==> src/rtl/mac_pkg.sv <==
// rtl/mac_pkg.sv - shared types and saturation limits for the MAC array
package mac_pkg;

  typedef enum logic [1:0] {
    ST_IDLE  = 2'd0,
    ST_ACCUM = 2'd1,
    ST_DONE  = 2'd2
  } state_e;

  typedef enum logic [1:0] {
    DIR_NONE = 2'd0,
    DIR_HIGH = 2'd1,
    DIR_LOW  = 2'd2
  } sticky_e;

  // Limits are returned 64 bits wide; callers slice to the width they compare in.
  function automatic logic signed [63:0] sat_max(input int w);
    return (64'sd1 <<< (w - 1)) - 64'sd1;
  endfunction

  function automatic logic signed [63:0] sat_min(input int w);
    return -(64'sd1 <<< (w - 1));
  endfunction

endpackage

==> src/rtl/mac_lane.sv <==
// rtl/mac_lane.sv - one accumulator: multiply-saturate, accumulate-saturate, sticky direction
module mac_lane
  import mac_pkg::*;
#(
  parameter int WORD_SIZE = 16,
  parameter int INT_BITS  = 8
) (
  input  logic                 clk_i,
  input  logic                 reset_n_i,
  input  logic                 load_i,
  input  logic                 accept_i,
  input  logic [WORD_SIZE-1:0] bias_i,
  input  logic [WORD_SIZE-1:0] mem_i,
  input  logic [WORD_SIZE-1:0] data_i,
  output logic [WORD_SIZE-1:0] acc_o,
  output logic                 sat_o
);

  localparam int FRAC = WORD_SIZE - INT_BITS;
  localparam logic signed [63:0] MAX64 = sat_max(WORD_SIZE);
  localparam logic signed [63:0] MIN64 = sat_min(WORD_SIZE);
  localparam logic signed [2*WORD_SIZE-1:0] PMAX = MAX64[2*WORD_SIZE-1:0];
  localparam logic signed [2*WORD_SIZE-1:0] PMIN = MIN64[2*WORD_SIZE-1:0];
  localparam logic signed [WORD_SIZE:0]     SMAX = MAX64[WORD_SIZE:0];
  localparam logic signed [WORD_SIZE:0]     SMIN = MIN64[WORD_SIZE:0];
  localparam logic [WORD_SIZE-1:0]          WMAX = MAX64[WORD_SIZE-1:0];
  localparam logic [WORD_SIZE-1:0]          WMIN = MIN64[WORD_SIZE-1:0];

  logic [WORD_SIZE-1:0]          acc_q, acc_d;
  sticky_e                       sticky_q, sticky_d;
  logic signed [2*WORD_SIZE-1:0] prod, shifted;
  logic [WORD_SIZE-1:0]          psat;
  logic signed [WORD_SIZE:0]     sum;
  sticky_e                       pdir, sdir, ndir;

  always_comb begin
    prod    = $signed(mem_i) * $signed(data_i);
    shifted = prod >>> FRAC;
    psat    = shifted[WORD_SIZE-1:0];
    pdir    = DIR_NONE;
    if (shifted > PMAX) begin
      psat = WMAX;
      pdir = DIR_HIGH;
    end else if (shifted < PMIN) begin
      psat = WMIN;
      pdir = DIR_LOW;
    end

    sum  = $signed({acc_q[WORD_SIZE-1], acc_q}) + $signed({psat[WORD_SIZE-1], psat});
    sdir = DIR_NONE;
    if (sum > SMAX) begin
      sdir = DIR_HIGH;
    end else if (sum < SMIN) begin
      sdir = DIR_LOW;
    end
    // Sum overflow reflects the value actually stored, so it outranks the product's direction.
    ndir = (sdir != DIR_NONE) ? sdir : pdir;

    acc_d    = acc_q;
    sticky_d = sticky_q;
    if (load_i) begin
      acc_d    = bias_i;
      sticky_d = DIR_NONE;
    end else if (accept_i && (sticky_q == DIR_NONE)) begin
      sticky_d = ndir;
      case (ndir)
        DIR_HIGH: acc_d = WMAX;
        DIR_LOW:  acc_d = WMIN;
        default:  acc_d = sum[WORD_SIZE-1:0];
      endcase
    end
  end

  always_ff @(posedge clk_i or negedge reset_n_i) begin
    if (!reset_n_i) begin
      acc_q    <= '0;
      sticky_q <= DIR_NONE;
    end else begin
      acc_q    <= acc_d;
      sticky_q <= sticky_d;
    end
  end

  assign acc_o = acc_q;
  assign sat_o = (sticky_q != DIR_NONE);

endmodule

==> src/rtl/saturating_mac_array.sv <==
// rtl/saturating_mac_array.sv - LANES saturating fixed-point dot-product engines sharing one FSM
module saturating_mac_array
  import mac_pkg::*;
#(
  parameter int WORD_SIZE = 16,
  parameter int INT_BITS  = 8,
  parameter int LANES     = 4,
  parameter int N_TERMS   = 8
) (
  input  logic                       clk_i,
  input  logic                       reset_n_i,
  input  logic                       start_i,
  input  logic [LANES*WORD_SIZE-1:0] bias_i,
  input  logic                       valid_i,
  output logic                       ready_o,
  input  logic [LANES*WORD_SIZE-1:0] mem_i,
  input  logic [WORD_SIZE-1:0]       data_i,
  output logic                       valid_o,
  input  logic                       ready_i,
  output logic [LANES*WORD_SIZE-1:0] data_o,
  output logic [LANES-1:0]           sat_o,
  output logic                       busy_o
);

  localparam int CW = $clog2(N_TERMS + 1);

  state_e        state_q, state_d;
  logic [CW-1:0] cnt_q, cnt_d;
  logic          load, accept, last_term;

  assign load      = (state_q == ST_IDLE) && start_i;
  assign accept    = (state_q == ST_ACCUM) && valid_i;
  assign last_term = (cnt_q == CW'(N_TERMS - 1));

  always_comb begin
    state_d = state_q;
    cnt_d   = cnt_q;
    case (state_q)
      ST_IDLE: begin
        if (start_i) begin
          state_d = ST_ACCUM;
          cnt_d   = '0;
        end
      end
      ST_ACCUM: begin
        if (accept) begin
          cnt_d = cnt_q + CW'(1);
          if (last_term) state_d = ST_DONE;
        end
      end
      ST_DONE: begin
        if (ready_i) state_d = ST_IDLE;
      end
      default: state_d = ST_IDLE;
    endcase
  end

  always_ff @(posedge clk_i or negedge reset_n_i) begin
    if (!reset_n_i) begin
      state_q <= ST_IDLE;
      cnt_q   <= '0;
    end else begin
      state_q <= state_d;
      cnt_q   <= cnt_d;
    end
  end

  assign ready_o = (state_q == ST_ACCUM);
  assign valid_o = (state_q == ST_DONE);
  assign busy_o  = (state_q != ST_IDLE);

  for (genvar k = 0; k < LANES; k++) begin : g_lane
    mac_lane #(
      .WORD_SIZE(WORD_SIZE),
      .INT_BITS (INT_BITS)
    ) u_lane (
      .clk_i    (clk_i),
      .reset_n_i(reset_n_i),
      .load_i   (load),
      .accept_i (accept),
      .bias_i   (bias_i[k*WORD_SIZE +: WORD_SIZE]),
      .mem_i    (mem_i[k*WORD_SIZE +: WORD_SIZE]),
      .data_i   (data_i),
      .acc_o    (data_o[k*WORD_SIZE +: WORD_SIZE]),
      .sat_o    (sat_o[k])
    );
  end

endmodule

==> config.mk <==
export PLATFORM = sky130hd
export DESIGN_NAME = saturating_mac_array
export DESIGN_NICKNAME = d
export VERILOG_FILES = /design/src/rtl/mac_pkg.sv /design/src/rtl/mac_lane.sv /design/src/rtl/saturating_mac_array.sv
export SDC_FILE = /design/constraint.sdc
export NUM_CORES = 2
export LEC_CHECK = 0
export BUFFER_PORTS_ARGS = -buffer_cell sky130_fd_sc_hd__buf_2
export CAP_MARGIN = 20
export CORE_ASPECT_RATIO = 1.4
export CORE_UTILIZATION = 60
export DETAILED_ROUTE_END_ITERATION = 10
export PLACE_DENSITY = 0.8
export SETUP_SLACK_MARGIN = 0.05
export SKIP_LAST_GASP = 1
export SYNTH_ARGS = -nofsm -noshare
export SYNTH_HDL_FRONTEND = slang
export SYNTH_SLANG_ARGS = --single-unit
==> constraint.sdc <==
create_clock -name clk_i -period 6 [get_ports clk_i]
set_clock_uncertainty 0.1 [all_clocks]
set_input_delay 0.3 -clock clk_i [delete_from_list [all_inputs] [get_ports clk_i]]
set_output_delay 0.3 -clock clk_i [all_outputs]
set_load 0.01 [all_outputs]
## Word level (Yosys, flattened, before mapping)

Cells that the tools add are included.

- Add/sub/neg operators: 5
- Reductions and logical operators: 27
- Eq/ne operators: 15
- Mux-type cells: 56
- Order comparisons: 16
- $mul: 4

Operator list:

| kind | count |
|---|---|
| 2-to-1 mux 16 bit | 16 |
| multiplier 16 x 16 -> 32 bit | 4 |
| case mux 16 bit (2 select lines) | 4 |
| greater-than comparator 24 x 16 -> 1 bit, second input constant | 4 |
| < comparator 24 x 16 -> 1 bit, second input constant | 4 |
| adder 16 x 16 -> 17 bit | 4 |
| greater-than comparator 17 x 16 -> 1 bit, second input constant | 4 |
| < comparator 17 x 16 -> 1 bit, second input constant | 4 |
| 2-to-1 mux 2 bit | 32 |
| nonzero test 2 bit | 14 |
| == test 2 x 1 -> 1 bit, second input constant | 5 |
| == test 2 bit, second input constant | 5 |
| zero test 2 bit | 5 |
| 2-to-1 mux 4 bit | 2 |
| case mux 4 bit (2 select lines) | 1 |
| logical AND 1 bit | 6 |
| != test 2 x 1 -> 1 bit, second input constant | 3 |
| case mux 2 bit (3 select lines) | 1 |
| adder 4 x 1 -> 4 bit, second input constant | 1 |
| == test 4 x 3 -> 1 bit, second input constant | 1 |
| AND reduction 4 bit | 1 |
| AND reduction 3 bit | 1 |
| != test 2 bit, second input constant | 1 |

- Output and inout port bits: 71
- Bits in registers: 78
- Word-level logic and storage cells: 133
- Input port bits: 149

## Depth between registers and ports, before layout

- Word-level depth: 14
- Mapped depth: 49
- Gate-level depth less buffers: 44

## By module

A second synthesis with hierarchy kept.

- Cells, all modules: 5,330
- Area total of the unflattened synthesis: 46,898.7 um^2

By module, submodules not included:

| module | times used | area each (um^2) | cells each |
|---|---|---|---|
| mac_lane (g_lane[1].u_lane) | 1 | 11,911.4 | 1,382 |
| mac_lane (g_lane[3].u_lane) | 1 | 11,722.5 | 1,325 |
| mac_lane (g_lane[0].u_lane) | 1 | 11,493.5 | 1,304 |
| mac_lane (g_lane[2].u_lane) | 1 | 11,434.7 | 1,286 |
| saturating_mac_array | 1 | 336.6 | 33 |

## Worst setup path after synthesis

Ideal clock, no wire load.

- Path kind: input-to-reg
- From: input data_i[3]
- To: register g_lane[0].u_lane.acc_q[2]
- Stages: 46
- Arrival: 11.042 ns
- Required time: 5.767 ns
- Setup slack: -5.275 ns
- Cell sequence: clkbuf_1 -> clkbuf_1 -> nand2_1 -> fa_1 -> inv_1 -> fa_1 -> fa_1 -> fa_1 -> fa_1 -> inv_1 -> fa_1 -> inv_1 -> ha_1 -> and4_1 -> a21oi_1 -> or4b_2 -> o21a_1 -> a21oi_1 -> (+10 left out) -> nand2b_1 -> a21o_1 -> a31o_2 -> a211oi_1 -> or4b_2 -> a32o_1 -> or2_2 -> a21oi_1 -> inv_1 -> ha_1 -> clkbuf_1 -> nor2b_1 -> or2_2 -> clkbuf_1 -> a21oi_1 -> nor2_1 -> a21oi_1 -> o21ai_0

- Cells in the longest elaborated chain, start to end: 14
- Elaborated cells between the ends (all ways): 19
- Classes of those cells: add/sub (1); mul (1); order compare (4); eq/ne (2); mux (10); reduce/logical (1)

Ends and longest elaborated chain:

| element | RTL line | source |
|---|---|---|
| start, declared | saturating_mac_array.sv:17 | `input logic [WORD_SIZE-1:0] data_i,` |
| multiplier 16 x 16 -> 32 bit (*) | mac_lane.sv:37 | `prod = $signed(mem_i) * $signed(data_i);` |
| < comparator 24 x 16 -> 1 bit | mac_lane.sv:44 | `end else if (shifted < PMIN) begin` |
| 2-to-1 mux 16 bit | mac_lane.sv:44 |  |
| 2-to-1 mux 16 bit | mac_lane.sv:41 | `if (shifted > PMAX) begin` |
| adder 16 x 16 -> 17 bit | mac_lane.sv:49 | `sum = $signed({acc_q[WORD_SIZE-1], acc_q}) + $signed({psat[WORD_SIZE-1], psat});` |
| < comparator 17 x 16 -> 1 bit | mac_lane.sv:53 | `end else if (sum < SMIN) begin` |
| 2-to-1 mux 2 bit | mac_lane.sv:53 |  |
| 2-to-1 mux 2 bit | mac_lane.sv:51 | `if (sum > SMAX) begin` |
| nonzero test 2 bit | mac_lane.sv:57 | `ndir = (sdir != DIR_NONE) ? sdir : pdir;` |
| 2-to-1 mux 2 bit | mac_lane.sv:57 |  |
| == test 2 bit / == test 2 x 1 -> 1 bit (equally long branches) | mac_lane.sv:66 | `case (ndir)` |
| case mux 16 bit (2 select lines) (*) | mac_lane.sv:66 |  |
| 2-to-1 mux 16 bit (*) | mac_lane.sv:64 | `end else if (accept_i && (sticky_q == DIR_NONE)) begin` |
| 2-to-1 mux 16 bit (*) | mac_lane.sv:61 | `if (load_i) begin` |
| end signal, assigned | mac_lane.sv:76 | `acc_q <= '0;` |
| end signal, assigned | mac_lane.sv:79 | `acc_q <= acc_d;` |
| end, declared | mac_lane.sv:29 | `logic [WORD_SIZE-1:0] acc_q, acc_d;` |

Mark *: on every way between the ends. The rest lies on a longest branch, timed or not. The select of a mux whose other input is x is not followed.
A chain may end at the register's enable or synchronous reset.

## Worst setup path in the final report

- From: input data_i[15]
- To: register g_lane[1].u_lane.acc_q[14]

- Cells in the longest elaborated chain, start to end: 14
- Elaborated cells between the ends (all ways): 19
- Classes of those cells: add/sub (1); mul (1); order compare (4); eq/ne (2); mux (10); reduce/logical (1)

Ends and longest elaborated chain:

| element | RTL line |
|---|---|
| multiplier 16 x 16 -> 32 bit (*) | mac_lane.sv:37 |
| < comparator 24 x 16 -> 1 bit | mac_lane.sv:44 |
| 2-to-1 mux 16 bit | mac_lane.sv:44 |
| 2-to-1 mux 16 bit | mac_lane.sv:41 |
| adder 16 x 16 -> 17 bit | mac_lane.sv:49 |
| < comparator 17 x 16 -> 1 bit | mac_lane.sv:53 |
| 2-to-1 mux 2 bit | mac_lane.sv:53 |
| 2-to-1 mux 2 bit | mac_lane.sv:51 |
| nonzero test 2 bit | mac_lane.sv:57 |
| 2-to-1 mux 2 bit | mac_lane.sv:57 |
| == test 2 bit / == test 2 x 1 -> 1 bit (equally long branches) | mac_lane.sv:66 |
| case mux 16 bit (2 select lines) (*) | mac_lane.sv:66 |
| 2-to-1 mux 16 bit (*) | mac_lane.sv:64 |
| 2-to-1 mux 16 bit (*) | mac_lane.sv:61 |
| end signal, assigned | mac_lane.sv:76 |
| end signal, assigned | mac_lane.sv:79 |
| end, declared | mac_lane.sv:29 |

Marks and branches as above.

==> results_dict.tcl <==
set metrics [dict create \
    whs_ns 0.0296 \
    grtUsageTotal 0.356 \
    cts_buffers 9 \
    failed_checks "setup timing" \
    relSlewSlack 0.469 \
    start_util 0.609 \
    fin_ws_ns -4.22 \
    yosysWarnings 0 \
    clk_pin_slew_ns 0.08 \
    wl_per_cell_um 20.7 \
    routed_via_density 5.79 \
    fin_nets 7742 \
    hpwlAfterDp_um 110000 \
    worst_slew_pin_slew_ns 0.796 \
    grtUsageMet1 0.401 \
    required_ns 6.16 \
    clk_latency_ns 0.38 \
    cts_tree "done" \
    r2r-start "g_lane[1].u_lane.acc_o[1]" \
    startpoint_type "input pin" \
    syn_area_um2 46100 \
    grt_setup_unrepaired "yes" \
    ys_ff_latch 78 \
    synthArstFlopShare 1.00 \
    synth.distinct_cells 89 \
    drive_gt1_frac 0.265 \
    finalCritPeriodShare 1.70 \
    fmax_mhz 97.9 \
    reg2regPathDepth 19 \
    final-hold-violation-count 0 \
    ys.flop_type "dfrtp_1" \
    drt_first_iter_violations 2928 \
    multi_input_area_um2 41000 \
    hold_path_class "input pin to register" \
    die_height_um 330 \
    synth_fp_nets 6836 \
    coreArea_um2 75600 \
    final_util 0.771 \
    rows 119 \
    critical-path-slowest-cell "fa_1" \
    grt_overflow_total 0 \
    cpPeakStageDelay_ns 0.63 \
    busiest_layer "met2" \
    path_max_fanout 8 \
    synth_area_per_cell_um2 8.78 \
    htreeDepth 3 \
    worstSetupPathType "input pin to register" \
    min_period_ns 10.22 \
    drc_errors 0 \
    hp-start "bias_i[27]" \
    drv_slew 0 \
    cts_buffer_depth 2 \
    clock-sinks 78 \
    grt_max_degree 67 \
    portBuffers 219 \
    drt_first_pass_iters 8 \
    die_x_um 236 \
    ys_seq_area_frac 0.0423 \
    outcome "finished, violations left" \
    setup_viol_count_final 72 \
    area_delta_synth_final_pct 26.5 \
    grt_pass1_vias 44500 \
    drv_cap 0 \
    use_met2 0.650 \
    antenna_found_initial 13 \
    hold_end "g_lane[1].u_lane.acc_o[11]" \
    drt-total-wl_um 148000 \
    die-area_um2 78000 \
    synth_edf_count 0 \
    r2r_slack_ns 1.69 \
    netlist_instances 5250 \
    io_pins 220 \
    r2r_end "g_lane[1].u_lane.acc_o[14]" \
    gp_congestion 0.948 \
    fill_cells 4618 \
    arrival_ns 10.38 \
    use_met3 0.0490 \
    endpoint_kind "register" \
    root_buffer "clkbuf_16" \
    crit_top_cell "fa_1" \
    seqCellArea_um2 1950 \
    grt_first_pass_wirelength_um 220000 \
    antenna_left 0 \
    min_path_cells 3 \
    via_count 41300 \
]
==> worst max-delay path by stage <==
| stage | end | start | depth (start not counted) | slack (ns) |
|---|---|---|---|---|
| 2_1_floorplan | g_lane[0].u_lane.acc_o[2] | data_i[5] | 48 | -4.16 |
| 3_3_place_gp | g_lane[0].u_lane.acc_o[2] | mem_i[7] | 44 | -4.54 |
| 3_5_place_dp | g_lane[3].u_lane.acc_o[4] | data_i[1] | 43 | -4.67 |
| 4_1_cts | g_lane[2].u_lane.acc_o[4] | data_i[4] | 48 | -3.96 |
| 5_1_grt | g_lane[1].u_lane.acc_o[8] | data_i[4] | 49 | -4.53 |
| 6_report | g_lane[1].u_lane.acc_o[14] | data_i[15] | 46 | -4.22 |
==> cells in the mapped netlist, types with 7 or more instances <==
| cell type | n | area, µm² |
|---|---|---|
| o21bai_1 | 10 | 75.1 |
| nand4_1 | 12 | 75.1 |
| fa_1 | 1048 | 21000 |
| and2_1 | 478 | 2990 |
| o21ai_0 | 148 | 741 |
| a31o_2 | 7 | 61.3 |
| and3_1 | 17 | 106 |
| nand3_1 | 27 | 135 |
| inv_1 | 1207 | 4530 |
| ha_1 | 389 | 4870 |
| or2_2 | 21 | 131 |
| o21a_1 | 35 | 263 |
| nand2b_1 | 29 | 181 |
| xor2_1 | 52 | 455 |
| or3_1 | 30 | 188 |
| a21oi_1 | 203 | 1020 |
| nand2_1 | 614 | 2300 |
| dfrtp_1 | 78 | 1950 |
| nor2_1 | 194 | 728 |
| a2111oi_0 | 8 | 70.1 |
| clkbuf_1 | 224 | 841 |
| a21o_1 | 57 | 428 |
| xnor2_1 | 119 | 1040 |
| o31ai_1 | 19 | 143 |
| nor3_1 | 29 | 145 |
| nor2b_1 | 33 | 206 |
| a211oi_1 | 25 | 188 |
==> layout by cell type (no fill, tap or decap), types with 14 or more instances in the layout <==
master and n:
buf_6 53, buf_2 195, a21o_1 55, nor3_1 23, nor2_1 176, buf_8 21
buf_12 50, nand2_2 20, and3_1 17, o21a_1 27, ha_4 46, a21oi_2 66
clkbuf_16 21, inv_2 58, o21ai_0 62, nor2b_1 27, fa_2 53, inv_1 1143
buf_4 788, a21oi_4 14, a21oi_1 123, nand3_1 24, or2_2 16, ha_1 336
xor2_1 51, dfrtp_1 78, nand2_1 590, o21ai_2 17, or3_1 23, nand2b_1 28
o21ai_1 72, and2_1 451, fa_1 995, xnor2_1 117, and2_4 27
==> metal layers <==
metal | wire, µm | vias up
met5 | 115 | -
met4 | 12200 | 18
met3 | 11600 | 974
met2 | 75500 | 2248
met1 | 48500 | 20500
li1 | - | 17600
==> per-stage QoR <==
step | setup TNS, ns | instances | worst slack, ns | cell area [µm²]
after CTS | -272.19 | 7046 | -3.96 | 56200
after global routing | -306.66 | 7130 | -4.53 | 58300
after detailed placement | -321.17 | 6943 | -4.67 | 54100
after floorplan | -259.45 | 5250 | -4.16 | 47400
final | -286.08 | 7134 | -4.22 | 58300
after global placement | -307.92 | 6943 | -4.54 | 54100
==> flip-flops by register name (all words and copies together), names as in the netlist <==
| name | flops |
|---|---|
| g_lane.u_lane.acc_o | 64 |
| g_lane.u_lane.sticky_q | 8 |
| state_q | 2 |
| cnt_q | 4 |
==> cell type report <==
class,count,share of cell area
antenna,5,0.000215
clock buffer,10,0.00393
clock inverter,6,0.00120
inverter,1207,0.0780
multi-input combinational,3734,0.703
sequential,78,0.0335
tap,968,0.0208
timing repair buffer,1126,0.159
==> repair_timing <==
| item | in CTS | in global routing |
|---|---|---|
| setup endpoints to repair | 72 | 72 |
| gates resized for setup | 266 | 323 |
| setup buffers | 79 | 76 |
| hold buffers | 1 | 0 |
| hold endpoints to repair | 21 | 0 |
| gates cloned | 10 | 12 |
| pin swaps | 135 | 246 |
==> critical path, delay by kind of cell <==
| kind | cells | cell delay [ns] |
|---|---|---|
| fa+ha+maj | 9 | 3.88 |
| compound gates | 15 | 2.82 |
| buf+inv | 14 | 1.57 |
| simple gates | 6 | 1.30 |
| mux | 1 | 0.27 |
| xor+xnor | 1 | 0.21 |
==> logic make-up after synthesis <==
logic type / count (synthesis) / synth area share
AO/OA/AOI/OAI: 598 / 0.0825
flip-flops: 78 / 0.0423
multiplexers: 11 / 0.00255
AND/OR/NAND/NOR: 1512 / 0.161
adder cells (fa/ha/maj): 1439 / 0.561
XOR/XNOR: 171 / 0.0325
buffers and inverters: 1441 / 0.118
Power is left out: the tool's default activity adds up to more than one toggle a clock period on the data nets, which glitch-free logic cannot reach.
